## src/rtl/uart_rx_pkg.sv

```systemverilog
// Shared definitions for the oversampling UART receive path.
//
// Contents:
//   St*       FSM state encoding (plain constants so older tools can consume them)
//   PAR_*     parity-mode selector values for PARITY_MODE
//   clog2     counter width helper, never returns less than 1
package uart_rx_pkg;

    localparam logic [2:0] StIdle   = 3'd0;
    localparam logic [2:0] StStart  = 3'd1;
    localparam logic [2:0] StData   = 3'd2;
    localparam logic [2:0] StParity = 3'd3;
    localparam logic [2:0] StStop   = 3'd4;
    localparam logic [2:0] StBreak  = 3'd5;

    localparam int unsigned PAR_NONE = 0;
    localparam int unsigned PAR_EVEN = 1;
    localparam int unsigned PAR_ODD  = 2;

    // Ceiling log2, clamped to 1 so it can size a register holding 0..value-1.
    function automatic int unsigned clog2(input int unsigned value);
        int unsigned result;
        result = 1;
        for (int i = 1; i < 32; i++) begin
            if ((32'd1 << i) < value) begin
                result = i + 1;
            end
        end
        return result;
    endfunction

endpackage

```

## src/rtl/uart_baud_tick.sv

```systemverilog
// Sample-tick generator: free-running divider that pulses `tick` for one
// clock every CLK_DIV system clocks (at the counter's terminal count).
//
// Ports:
//   clk    in   system clock, rising edge
//   reset  in   synchronous, active-low
//   tick   out  one-clock pulse every CLK_DIV clocks
module uart_baud_tick
    import uart_rx_pkg::*;
#(
    parameter int unsigned CLK_DIV = 4
) (
    input  logic clk,
    input  logic reset,
    output logic tick
);

    localparam int unsigned CntW = clog2(CLK_DIV);
    localparam logic [CntW-1:0] CntMax = CntW'(CLK_DIV - 1);

    logic [CntW-1:0] cnt_q;
    logic [CntW-1:0] cnt_d;

    always_comb begin
        cnt_d = cnt_q + 1'b1;
        if (cnt_q == CntMax) begin
            cnt_d = '0;
        end
    end

    always_ff @(posedge clk) begin
        if (!reset) begin
            cnt_q <= '0;
        end else begin
            cnt_q <= cnt_d;
        end
    end

    // With CLK_DIV = 1 the counter sits at 0 and tick stays high every clock.
    assign tick = (cnt_q == CntMax);

endmodule

```

## src/rtl/uart_rx_os.sv

```systemverilog
// Oversampling UART receiver with configurable data width, parity and stop
// bits. The asynchronous line is synchronised, sampled on an internal tick
// (CLK_DIV clocks) and each bit spans OVERSAMPLE ticks.
//
// Optional feature macro: UART_RX_MAJORITY_EN
//   defined   -> every bit value is the 2-of-3 vote of the ticks mid-1, mid,
//                mid+1; the decision is taken on the mid+1 tick
//   undefined -> single sample at mid
//
// Ports:
//   clk         in   system clock, rising edge
//   reset       in   synchronous, active-low
//   rx          in   asynchronous serial line, idle high
//   rx_data     out  last received word (LSB first on the line)
//   rx_done     out  one-clock strobe, rx_data and error flags valid
//   parity_err  out  parity mismatch of the last frame
//   frame_err   out  a stop bit of the last frame was sampled low
//   busy        out  high from start detection until back in idle
module uart_rx_os
    import uart_rx_pkg::*;
#(
    parameter int unsigned CLK_DIV     = 4,
    parameter int unsigned OVERSAMPLE  = 16,
    parameter int unsigned DATA_BITS   = 8,
    parameter int unsigned PARITY_MODE = 0,
    parameter int unsigned STOP_BITS   = 1
) (
    input  logic                 clk,
    input  logic                 reset,
    input  logic                 rx,
    output logic [DATA_BITS-1:0] rx_data,
    output logic                 rx_done,
    output logic                 parity_err,
    output logic                 frame_err,
    output logic                 busy
);

`ifdef UART_RX_MAJORITY_EN
    localparam int unsigned MajEn = 1;
`else
    localparam int unsigned MajEn = 0;
`endif

    localparam int unsigned OsW  = clog2(OVERSAMPLE);
    localparam int unsigned BitW = clog2(DATA_BITS);

    localparam logic [OsW-1:0] OsLast = OsW'(OVERSAMPLE - 1);
    // Decision ticks. With voting the decision slips one tick past the centre
    // sample; for data/parity/stop that tick is os_cnt = 0 of the wrapped
    // counter, so the counter restarts at 1 to keep bit boundaries in place.
    localparam logic [OsW-1:0] StartDec = OsW'(OVERSAMPLE / 2 - 1 + MajEn);
    localparam logic [OsW-1:0] BitDec   = (MajEn != 0) ? '0 : OsLast;
    localparam logic [OsW-1:0] OsAfter  = OsW'(MajEn);

    localparam logic [BitW-1:0] BitLast  = BitW'(DATA_BITS - 1);
    localparam logic            StopLast = (STOP_BITS == 2);
    localparam logic            ParOdd   = (PARITY_MODE == PAR_ODD);
    localparam logic            ParUsed  = (PARITY_MODE != PAR_NONE);

    logic tick;

    logic                 rx_meta_q;
    logic                 rxs_q;
    logic [2:0]           state_q,      state_d;
    logic [OsW-1:0]       os_cnt_q,     os_cnt_d;
    logic [BitW-1:0]      bit_cnt_q,    bit_cnt_d;
    logic                 stop_cnt_q,   stop_cnt_d;
    logic [DATA_BITS-1:0] shift_q,      shift_d;
    logic                 par_bit_q,    par_bit_d;
    logic                 stop_err_q,   stop_err_d;
    logic [DATA_BITS-1:0] rx_data_q,    rx_data_d;
    logic                 rx_done_q,    rx_done_d;
    logic                 parity_err_q, parity_err_d;
    logic                 frame_err_q,  frame_err_d;

    logic bit_val;
    logic start_dec;
    logic bit_dec;
    logic stop_bad;

    uart_baud_tick #(
        .CLK_DIV (CLK_DIV)
    ) u_baud_tick (
        .clk   (clk),
        .reset (reset),
        .tick  (tick)
    );

`ifdef UART_RX_MAJORITY_EN
    // Line value on the two previous ticks; combined with the current sample
    // this gives the three votes at the decision tick.
    logic [1:0] hist_q, hist_d;

    always_comb begin
        hist_d = hist_q;
        if (tick) begin
            hist_d = {hist_q[0], rxs_q};
        end
    end

    always_ff @(posedge clk) begin
        if (!reset) begin
            hist_q <= 2'b11;
        end else begin
            hist_q <= hist_d;
        end
    end

    assign bit_val = (hist_q[1] & hist_q[0]) | (hist_q[1] & rxs_q) | (hist_q[0] & rxs_q);
`else
    assign bit_val = rxs_q;
`endif

    assign start_dec = (os_cnt_q == StartDec);
    assign bit_dec   = (os_cnt_q == BitDec);
    assign stop_bad  = stop_err_q | ~bit_val;

    always_comb begin
        state_d      = state_q;
        os_cnt_d     = os_cnt_q;
        bit_cnt_d    = bit_cnt_q;
        stop_cnt_d   = stop_cnt_q;
        shift_d      = shift_q;
        par_bit_d    = par_bit_q;
        stop_err_d   = stop_err_q;
        rx_data_d    = rx_data_q;
        rx_done_d    = 1'b0;
        parity_err_d = parity_err_q;
        frame_err_d  = frame_err_q;

        if (tick) begin
            if (os_cnt_q == OsLast) begin
                os_cnt_d = '0;
            end else begin
                os_cnt_d = os_cnt_q + 1'b1;
            end

            case (state_q)
                StIdle: begin
                    os_cnt_d = '0;
                    if (!rxs_q) begin
                        state_d    = StStart;
                        bit_cnt_d  = '0;
                        stop_cnt_d = 1'b0;
                        stop_err_d = 1'b0;
                    end
                end

                StStart: begin
                    if (start_dec) begin
                        os_cnt_d = OsAfter;
                        // A high line at the start-bit centre was a glitch.
                        state_d  = bit_val ? StIdle : StData;
                    end
                end

                StData: begin
                    if (bit_dec) begin
                        os_cnt_d           = OsAfter;
                        shift_d[bit_cnt_q] = bit_val;
                        if (bit_cnt_q == BitLast) begin
                            bit_cnt_d = '0;
                            state_d   = ParUsed ? StParity : StStop;
                        end else begin
                            bit_cnt_d = bit_cnt_q + 1'b1;
                        end
                    end
                end

                StParity: begin
                    if (bit_dec) begin
                        os_cnt_d  = OsAfter;
                        par_bit_d = bit_val;
                        state_d   = StStop;
                    end
                end

                StStop: begin
                    if (bit_dec) begin
                        os_cnt_d   = OsAfter;
                        stop_err_d = stop_bad;
                        if (stop_cnt_q == StopLast) begin
                            rx_done_d    = 1'b1;
                            rx_data_d    = shift_q;
                            parity_err_d = ParUsed & (par_bit_q ^ (^shift_q) ^ ParOdd);
                            frame_err_d  = stop_bad;
                            state_d      = stop_bad ? StBreak : StIdle;
                        end else begin
                            stop_cnt_d = 1'b1;
                        end
                    end
                end

                StBreak: begin
                    // Hold off until the line recovers so a stuck-low line
                    // cannot start a stream of bogus frames.
                    os_cnt_d = '0;
                    if (rxs_q) begin
                        state_d = StIdle;
                    end
                end

                default: begin
                    state_d  = StIdle;
                    os_cnt_d = '0;
                end
            endcase
        end
    end

    always_ff @(posedge clk) begin
        if (!reset) begin
            rx_meta_q    <= 1'b1;
            rxs_q        <= 1'b1;
            state_q      <= StIdle;
            os_cnt_q     <= '0;
            bit_cnt_q    <= '0;
            stop_cnt_q   <= 1'b0;
            shift_q      <= '0;
            par_bit_q    <= 1'b0;
            stop_err_q   <= 1'b0;
            rx_data_q    <= '0;
            rx_done_q    <= 1'b0;
            parity_err_q <= 1'b0;
            frame_err_q  <= 1'b0;
        end else begin
            rx_meta_q    <= rx;
            rxs_q        <= rx_meta_q;
            state_q      <= state_d;
            os_cnt_q     <= os_cnt_d;
            bit_cnt_q    <= bit_cnt_d;
            stop_cnt_q   <= stop_cnt_d;
            shift_q      <= shift_d;
            par_bit_q    <= par_bit_d;
            stop_err_q   <= stop_err_d;
            rx_data_q    <= rx_data_d;
            rx_done_q    <= rx_done_d;
            parity_err_q <= parity_err_d;
            frame_err_q  <= frame_err_d;
        end
    end

    assign rx_data    = rx_data_q;
    assign rx_done    = rx_done_q;
    assign parity_err = parity_err_q;
    assign frame_err  = frame_err_q;
    assign busy       = (state_q != StIdle);

endmodule
```

## config.mk

```make
export PLATFORM = sky130hd
export DESIGN_NAME = uart_rx_os
export DESIGN_NICKNAME = d
export VERILOG_FILES = /design/src/rtl/uart_rx_pkg.sv /design/src/rtl/uart_baud_tick.sv /design/src/rtl/uart_rx_os.sv
export SDC_FILE = /design/constraint.sdc
export NUM_CORES = 1
export LEC_CHECK = 0
export ABC_AREA = 1
export BUFFER_PORTS_ARGS = -buffer_cell sky130_fd_sc_hd__buf_2
export CAP_MARGIN = 20
export CORE_ASPECT_RATIO = 1.4
export CORE_UTILIZATION = 53
export DETAILED_ROUTE_END_ITERATION = 8
export HOLD_SLACK_MARGIN = 0.12
export PLACE_DENSITY = 0.73
export SLEW_MARGIN = 25
export SYNTH_ARGS = -nofsm -noshare
export SYNTH_HDL_FRONTEND = slang
export SYNTH_SLANG_ARGS = --single-unit
```

## constraint.sdc

```tcl
create_clock -name clk -period 2.11 [get_ports clk]
set_input_delay 0.1055 -clock clk [delete_from_list [all_inputs] [get_ports clk]]
set_output_delay 0.1055 -clock clk [all_outputs]
set_load 0.05 [all_outputs]
```

==> results.py, run 1 <==
metrics = {
    "detailed_routing": {
        "wl_per_cell_um": 11.3,
        "drc": 0,
        "wirelength_um": 3060,
        "vias_per_cell": 5.15,
        "via_count": 1397,
        "drtIter0Drc": 18,
        "final_antenna_net_count": 0,
        "dr.pass1.iters": 4,
    },
    "critical_path": {
        "max_stage_delay_ns": 0.37,
        "worst-r2r-setup-slack_ns": 0.49,
        "worstPathCellList": "ha_1, nand3_1, nor2_2, nand2_1, inv_2, nand2_1, a21oi_1",
        "setup.worst_path.start_class": "flop",
        "cp.required_ns": 2.38,
        "critPathMaxFanout": 11,
        "worst_path_max_delay_cell": "dfxtp_1",
        "crit_top_cell": "nand2_1",
        "crit_arrival_ns": 1.89,
        "criticalPathCategory": "flop to flop",
        "endpoint_kind": "flop",
    },
    "floorplan": {
        "fp.dieArea_um2": 3110,
        "die_y_um": 65.6,
        "coreArea_um2": 2670,
        "start_util": 0.574,
        "die_w_um": 47.4,
        "placementRows": 22,
        "pin_count": 15,
    },
    "timing": {
        "period_minus_slack_ns": 1.62,
        "tns_ns": 0,
        "finalCritPeriodShare": 0.766,
        "rsz0062_at_grt": "false",
        "timing.final.hold_violations": 0,
        "fin_skew_ns": 0.00435,
        "setup_violations": 0,
        "fmax_mhz": 619,
        "slew_viol_final": 0,
    },
    "global_routing": {
        "grt_use_total": 0.250,
        "antenna_found_initial": 0,
        "grt_pass1_wl_um": 5420,
        "grt_start_max_net_pins": 17,
        "grt_overflow": 0,
        "grt_pass1_vias": 1358,
    },
    "job": {
        "drv_cap": 0,
    },
    "status": {
        "status": "complete, no violations",
    },
    "synth": {
        "ys_ff_latch": 33,
        "syn-num-nets": 225,
        "async_reset_ff_frac": 0,
        "synth_area_um2": 1530,
        "yosysWarnings": 0,
        "synth_edf_count": 0,
        "synth-main-ff-cell": "dfxtp_1",
        "syn_area_per_cell_um2": 7.03,
        "ys_types": 27,
        "yosysSeqAreaShare": 0.431,
        "syn_inst": 218,
    },
    "placement": {
        "port_buffers": 13,
        "hpwlAfterDp_um": 2350,
        "globalplace.congestion": 0.901,
    },
    "clock_tree": {
        "htree_levels": 2,
        "clk_latency_ns": 0.34,
        "cts-resized-gates": 0,
        "cts_inserted_buffers": 5,
        "clock-sinks": 33,
        "path_clk_slew_ns": 0.10,
        "cts.path.max_buffers": 2,
        "ctsHoldBuffers": 2,
        "tritoncts": "yes",
        "post_cts_buffers": 0,
        "cts_root_buf": "clkbuf_4",
    },
    "power_and_ir_drop": {
        "power.static_leakage_nw": 0.760,
        "power_density_nw_per_um2": 650,
        "ir_drop_v": 0.000434,
    },
    "cells_and_area": {
        "nFillCells": 258,
        "syn_to_final_growth_pct": 11.0,
        "utilization": 0.637,
        "multi_input_area_um2": 761,
        "register_area_um2": 661,
        "drive_above_1_share": 0.174,
        "final_nets": 241,
        "diodes": 0,
    },
    "hold_path": {
        "hold_class": "flop to flop",
    },
}
==> where the power goes <==
group,internal [W],switching (W),total (W),leakage [nW]
clock,0.000193,0.000211,0.000404,0.0413
combinational,0.0000214,0.0000437,0.0000650,0.452
sequential,0.000630,0.00000661,0.000637,0.267
==> sequential cells by signal, summed over array words and instances (netlist names) <==
register and count:
stop_err_q 1, rx_meta_q 1, u_baud_tick.cnt_q 2, rx_data 8
frame_err 1, os_cnt_q 4, shift_q 8, state_q 3
rx_done 1, bit_cnt_q 3, bit_val 1
==> metal layers <==
metal	vias to the layer above	track usage	routed length, µm	part of all wire
met5	-	0	0	0
met4	0	0.129	60	0.020
met3	7	0.0824	105	0.034
met2	22	0.445	1670	0.54
met1	633	0.236	1230	0.40
li1	735	-	-	-
==> cells in the final DEF (no fill, tap or decap), drive strengths merged, types with 2 or more instances in the layout <==
cell type    count
inv             18
dfxtp           33
or2              3
nor2            45
clkinv           2
o21ai           21
nand2           46
nand4            2
buf             14
nand3           17
dlygate4sd3      2
clkbuf           7
ha               4
a21oi           17
==> worst max-delay path: cells and delay by family (launching register included) <==
family,cells,cell delay [ns]
AO/OA/AOI/OAI,1,0.13
adder cells (fa/ha/maj),1,0.21
AND/OR/NAND/NOR,4,0.64
buffers and inverters,1,0.21
flip-flops,1,0.37
==> Yosys cell counts, types with 3 or more instances <==
library cell | number | area share
inv_1 | 11 | 0.027
nand2_1 | 43 | 0.11
o21ai_1 | 16 | 0.052
clkbuf_1 | 3 | 0.0074
nor2_2 | 4 | 0.016
dfxtp_1 | 33 | 0.43
nand3_1 | 16 | 0.052
inv_2 | 7 | 0.017
ha_1 | 4 | 0.033
nand2_2 | 3 | 0.012
o21ai_0 | 5 | 0.016
a21oi_1 | 17 | 0.056
nor2_1 | 39 | 0.096
==> path summary, 6_finish.rpt <==
kind | start | to | cells after the start
hold reg to reg | rx_meta_q$_SDFF_PN1_ | bit_val$_SDFF_PN1_ | 1
setup / recovery | os_cnt_q[1]$_SDFFE_PN0P_ | stop_err_q$_SDFFE_PN0P_ | 7
hold / removal | rx_meta_q$_SDFF_PN1_ | bit_val$_SDFF_PN1_ | 1
setup reg to reg | os_cnt_q[1]$_SDFFE_PN0P_ | stop_err_q$_SDFFE_PN0P_ | 7
==> per-stage QoR <==
step / instances / power (W) / hold slack [ns] / worst slack (ns) / area, µm²
6_report: 271 / 0.00111 / 0.427 / 0.494 / 1700
4_1_cts: 271 / 0.00112 / 0.428 / 0.499 / 1700
3_5_place_dp: 261 / 0.000714 / 0.295 / 0.524 / 1610
5_1_grt: 271 / 0.00115 / 0.453 / 0.315 / 1700
2_1_floorplan: 218 / 0.000699 / 0.212 / 0.818 / 1530
3_3_place_gp: 261 / 0.000712 / 0.296 / 0.607 / 1610
==> kinds of logic (layout without fill, tap and decap cells) <==
kind of cell,Yosys count,after routing,share of synthesized area
buffers and inverters,26,43,0.0719
adder cells (fa/ha/maj),4,4,0.0327
flip-flops,33,33,0.431
AND/OR/NAND/NOR,115,115,0.332
AO/OA/AOI/OAI,38,38,0.124
XOR/XNOR,1,1,0.00572
other,1,1,0.00245
==> area by class of cell <==
class	instances	share of cell area
clock buffers	7	0.0383
clock inverters	1	0.00294
inverters	19	0.0419
multi-input cells	159	0.447
flip-flops and latches	33	0.389
well taps	36	0.0265
repair buffers	16	0.0545
(Power assumes the default switching activity.)
==> inputs of run 2 (changes only) <==
- clock period: 2.11 -> 1.5 ns (I/O delays scaled with it)
==> run 2 against run 1 <==
Against the previous run:
- sequential share of layout area is 2.4 points lower
- wire length is 4.9% higher
- final cell count is 2.6% higher
- final area is 7.0% higher
==> results.py, run 2 (synthesis results as in run 1) <==
metrics = {
    "power_and_ir_drop": {
        "totalPowerFinal_w": 0.00170,
        "power_density_nw_per_um2": 933,
        "ir_drop_v": 0.00107,
        "power.static_leakage_nw": 0.818,
    },
    "clock_tree": {
        "post_cts_buffers": 0,
        "tritoncts": "yes",
        "cts.path.max_buffers": 2,
        "htree_levels": 2,
        "cts_root_buf": "clkbuf_4",
        "clk_latency_ns": 0.34,
        "cts_inserted_buffers": 5,
        "path_clk_slew_ns": 0.10,
        "clock-sinks": 33,
    },
    "floorplan": {
        "pin_count": 15,
        "die_y_um": 65.6,
        "coreArea_um2": 2670,
        "placementRows": 22,
        "fp.dieArea_um2": 3110,
        "start_util": 0.574,
        "die_w_um": 47.4,
    },
    "critical_path": {
        "critPathMaxFanout": 10,
        "crit_arrival_ns": 1.67,
        "crit_buf_inv": 1,
        "worst_path_max_delay_cell": "dfxtp_2",
        "endpoint_kind": "flop",
        "max_stage_delay_ns": 0.36,
        "cp.required_ns": 1.74,
        "setup.worst_path.start_class": "flop",
        "worstPathCellList": "ha_2, nand3_4, nor2_4, nand2_1, buf_4, o21ai_1, nor2_1",
        "criticalPathCategory": "flop to flop",
        "critPathTopFamily": "simple AND/OR/NAND/NOR gates",
    },
    "global_routing": {
        "grt_overflow": 0,
        "grt_pass1_wl_um": 5210,
        "grt_start_max_net_pins": 16,
        "grt_use_total": 0.236,
        "grt_pass1_vias": 1278,
        "antenna_found_initial": 0,
    },
    "cells_and_area": {
        "layout_commonest_cell": "nand2_1",
        "fin_area_um2": 1820,
        "nFillCells": 239,
        "syn_to_final_growth_pct": 18.8,
        "final_nets": 248,
        "drive_above_1_share": 0.223,
        "diodes": 0,
        "mostFrequentLayoutCells": "nand2_1, nor2_1, dfxtp_1, a21oi_1, o21ai_1",
    },
    "detailed_routing": {
        "drc": 0,
        "wirelength_um": 3210,
        "final_antenna_net_count": 0,
        "wl_per_cell_um": 11.5,
        "via_count": 1415,
        "drtIter0Drc": 33,
        "dr.pass1.iters": 5,
        "vias_per_cell": 5.09,
    },
    "timing": {
        "setup_violations": 0,
        "timing.final.hold_violations": 0,
        "fmax_mhz": 704,
        "hold_slack_ns": 0.142,
        "period_minus_slack_ns": 1.42,
        "fin_skew_ns": 0.00850,
        "finalCritPeriodShare": 0.948,
        "slew_viol_final": 0,
    },
    "placement": {
        "port_buffers": 13,
        "hpwlAfterDp_um": 2310,
        "place_area_um2": 1660,
        "globalplace.congestion": 0.837,
    },
    "job": {
        "drv_cap": 0,
    },
    "hold_path": {
        "hold_class": "primary input to flop",
    },
    "status": {
        "status": "complete, no violations",
    },
}
## run 2: cell types whose count changed in the layout (fill, tap and decap cells not counted), sizes merged
cell / previous run / this run
dlygate4sd3: 2 / 3
buf: 14 / 20
clkinv: 2 / 1
bufinv: 0 / 1
## run 2: what timing repair did
action	in CTS	in global routing
hold buffers	3	0
setup endpoints to repair	0	23
hold endpoints to repair	4	0
resized for setup	0	13
## run 2: area by class of cell
| cell class | instances | area, µm² | share of cell area |
|---|---|---|---|
| Sequential cell | 33 | 663 | 0.365 |
| Tap cell | 36 | 45.0 | 0.0248 |
| Clock buffer | 7 | 55.1 | 0.0303 |
| Inverter | 19 | 73.8 | 0.0406 |
| Timing Repair Buffer | 23 | 148 | 0.0812 |
| Clock inverter | 1 | 30.0 | 0.0165 |
| Multi-Input combinational cell | 159 | 805 | 0.442 |
## run 2: where the power goes
group | internal (W) | switching, W | total [W]
Sequential | 0.000887 | 0.00000712 | 0.000894
Clock | 0.000398 | 0.000298 | 0.000696
Combinational | 0.0000382 | 0.0000689 | 0.000107
## run 2: layer usage
| layer | routed length (µm) | vias to the layer above | share of wire | track usage |
|---|---|---|---|---|
| met5 | 0 | - | 0 | 0 |
| met4 | 97 | 0 | 0.030 | 0.114 |
| met1 | 1290 | 633 | 0.40 | 0.247 |
| li1 | - | 743 | - | - |
| met2 | 1730 | 28 | 0.54 | 0.411 |
| met3 | 92 | 11 | 0.029 | 0.0604 |
## run 2: worst paths after layout
path                                          startpoint                       end  slack [ns]  depth (start not counted)
worst max-delay path            os_cnt_q[0]$_SDFFE_PN0P_   rx_data[0]$_SDFFE_PN0P_        0.08                          7
worst min register to register      rx_meta_q$_SDFF_PN1_        bit_val$_SDFF_PN1_        0.43                          1
worst min-delay path                               reset  os_cnt_q[1]$_SDFFE_PN0P_        0.14                          5
worst max register to register  os_cnt_q[0]$_SDFFE_PN0P_   rx_data[0]$_SDFFE_PN0P_        0.08                          7
## run 2: through the flow
| stage | worst slack [ns] | utilization | setup TNS, ns | instances |
|---|---|---|---|---|
| after floorplan | 0.208 | - | 0 | 218 |
| after global placement | 0.108 | 0.620 | 0 | 267 |
| after detailed placement | 0.0440 | 0.620 | 0 | 267 |
| after CTS | 0.00328 | 0.663 | 0 | 278 |
| after global routing | -0.00979 | 0.681 | -0.0172 | 278 |
| final | 0.0787 | 0.681 | 0 | 278 |
## run 2: worst reg2reg max path, cell delays in order, from the launching register on
cell and delay (ns):
dfxtp_2 0.36, ha_2 0.21, nand3_4 0.11, nor2_4 0.16
nand2_1 0.12, buf_4 0.19, o21ai_1 0.13, nor2_1 0.05
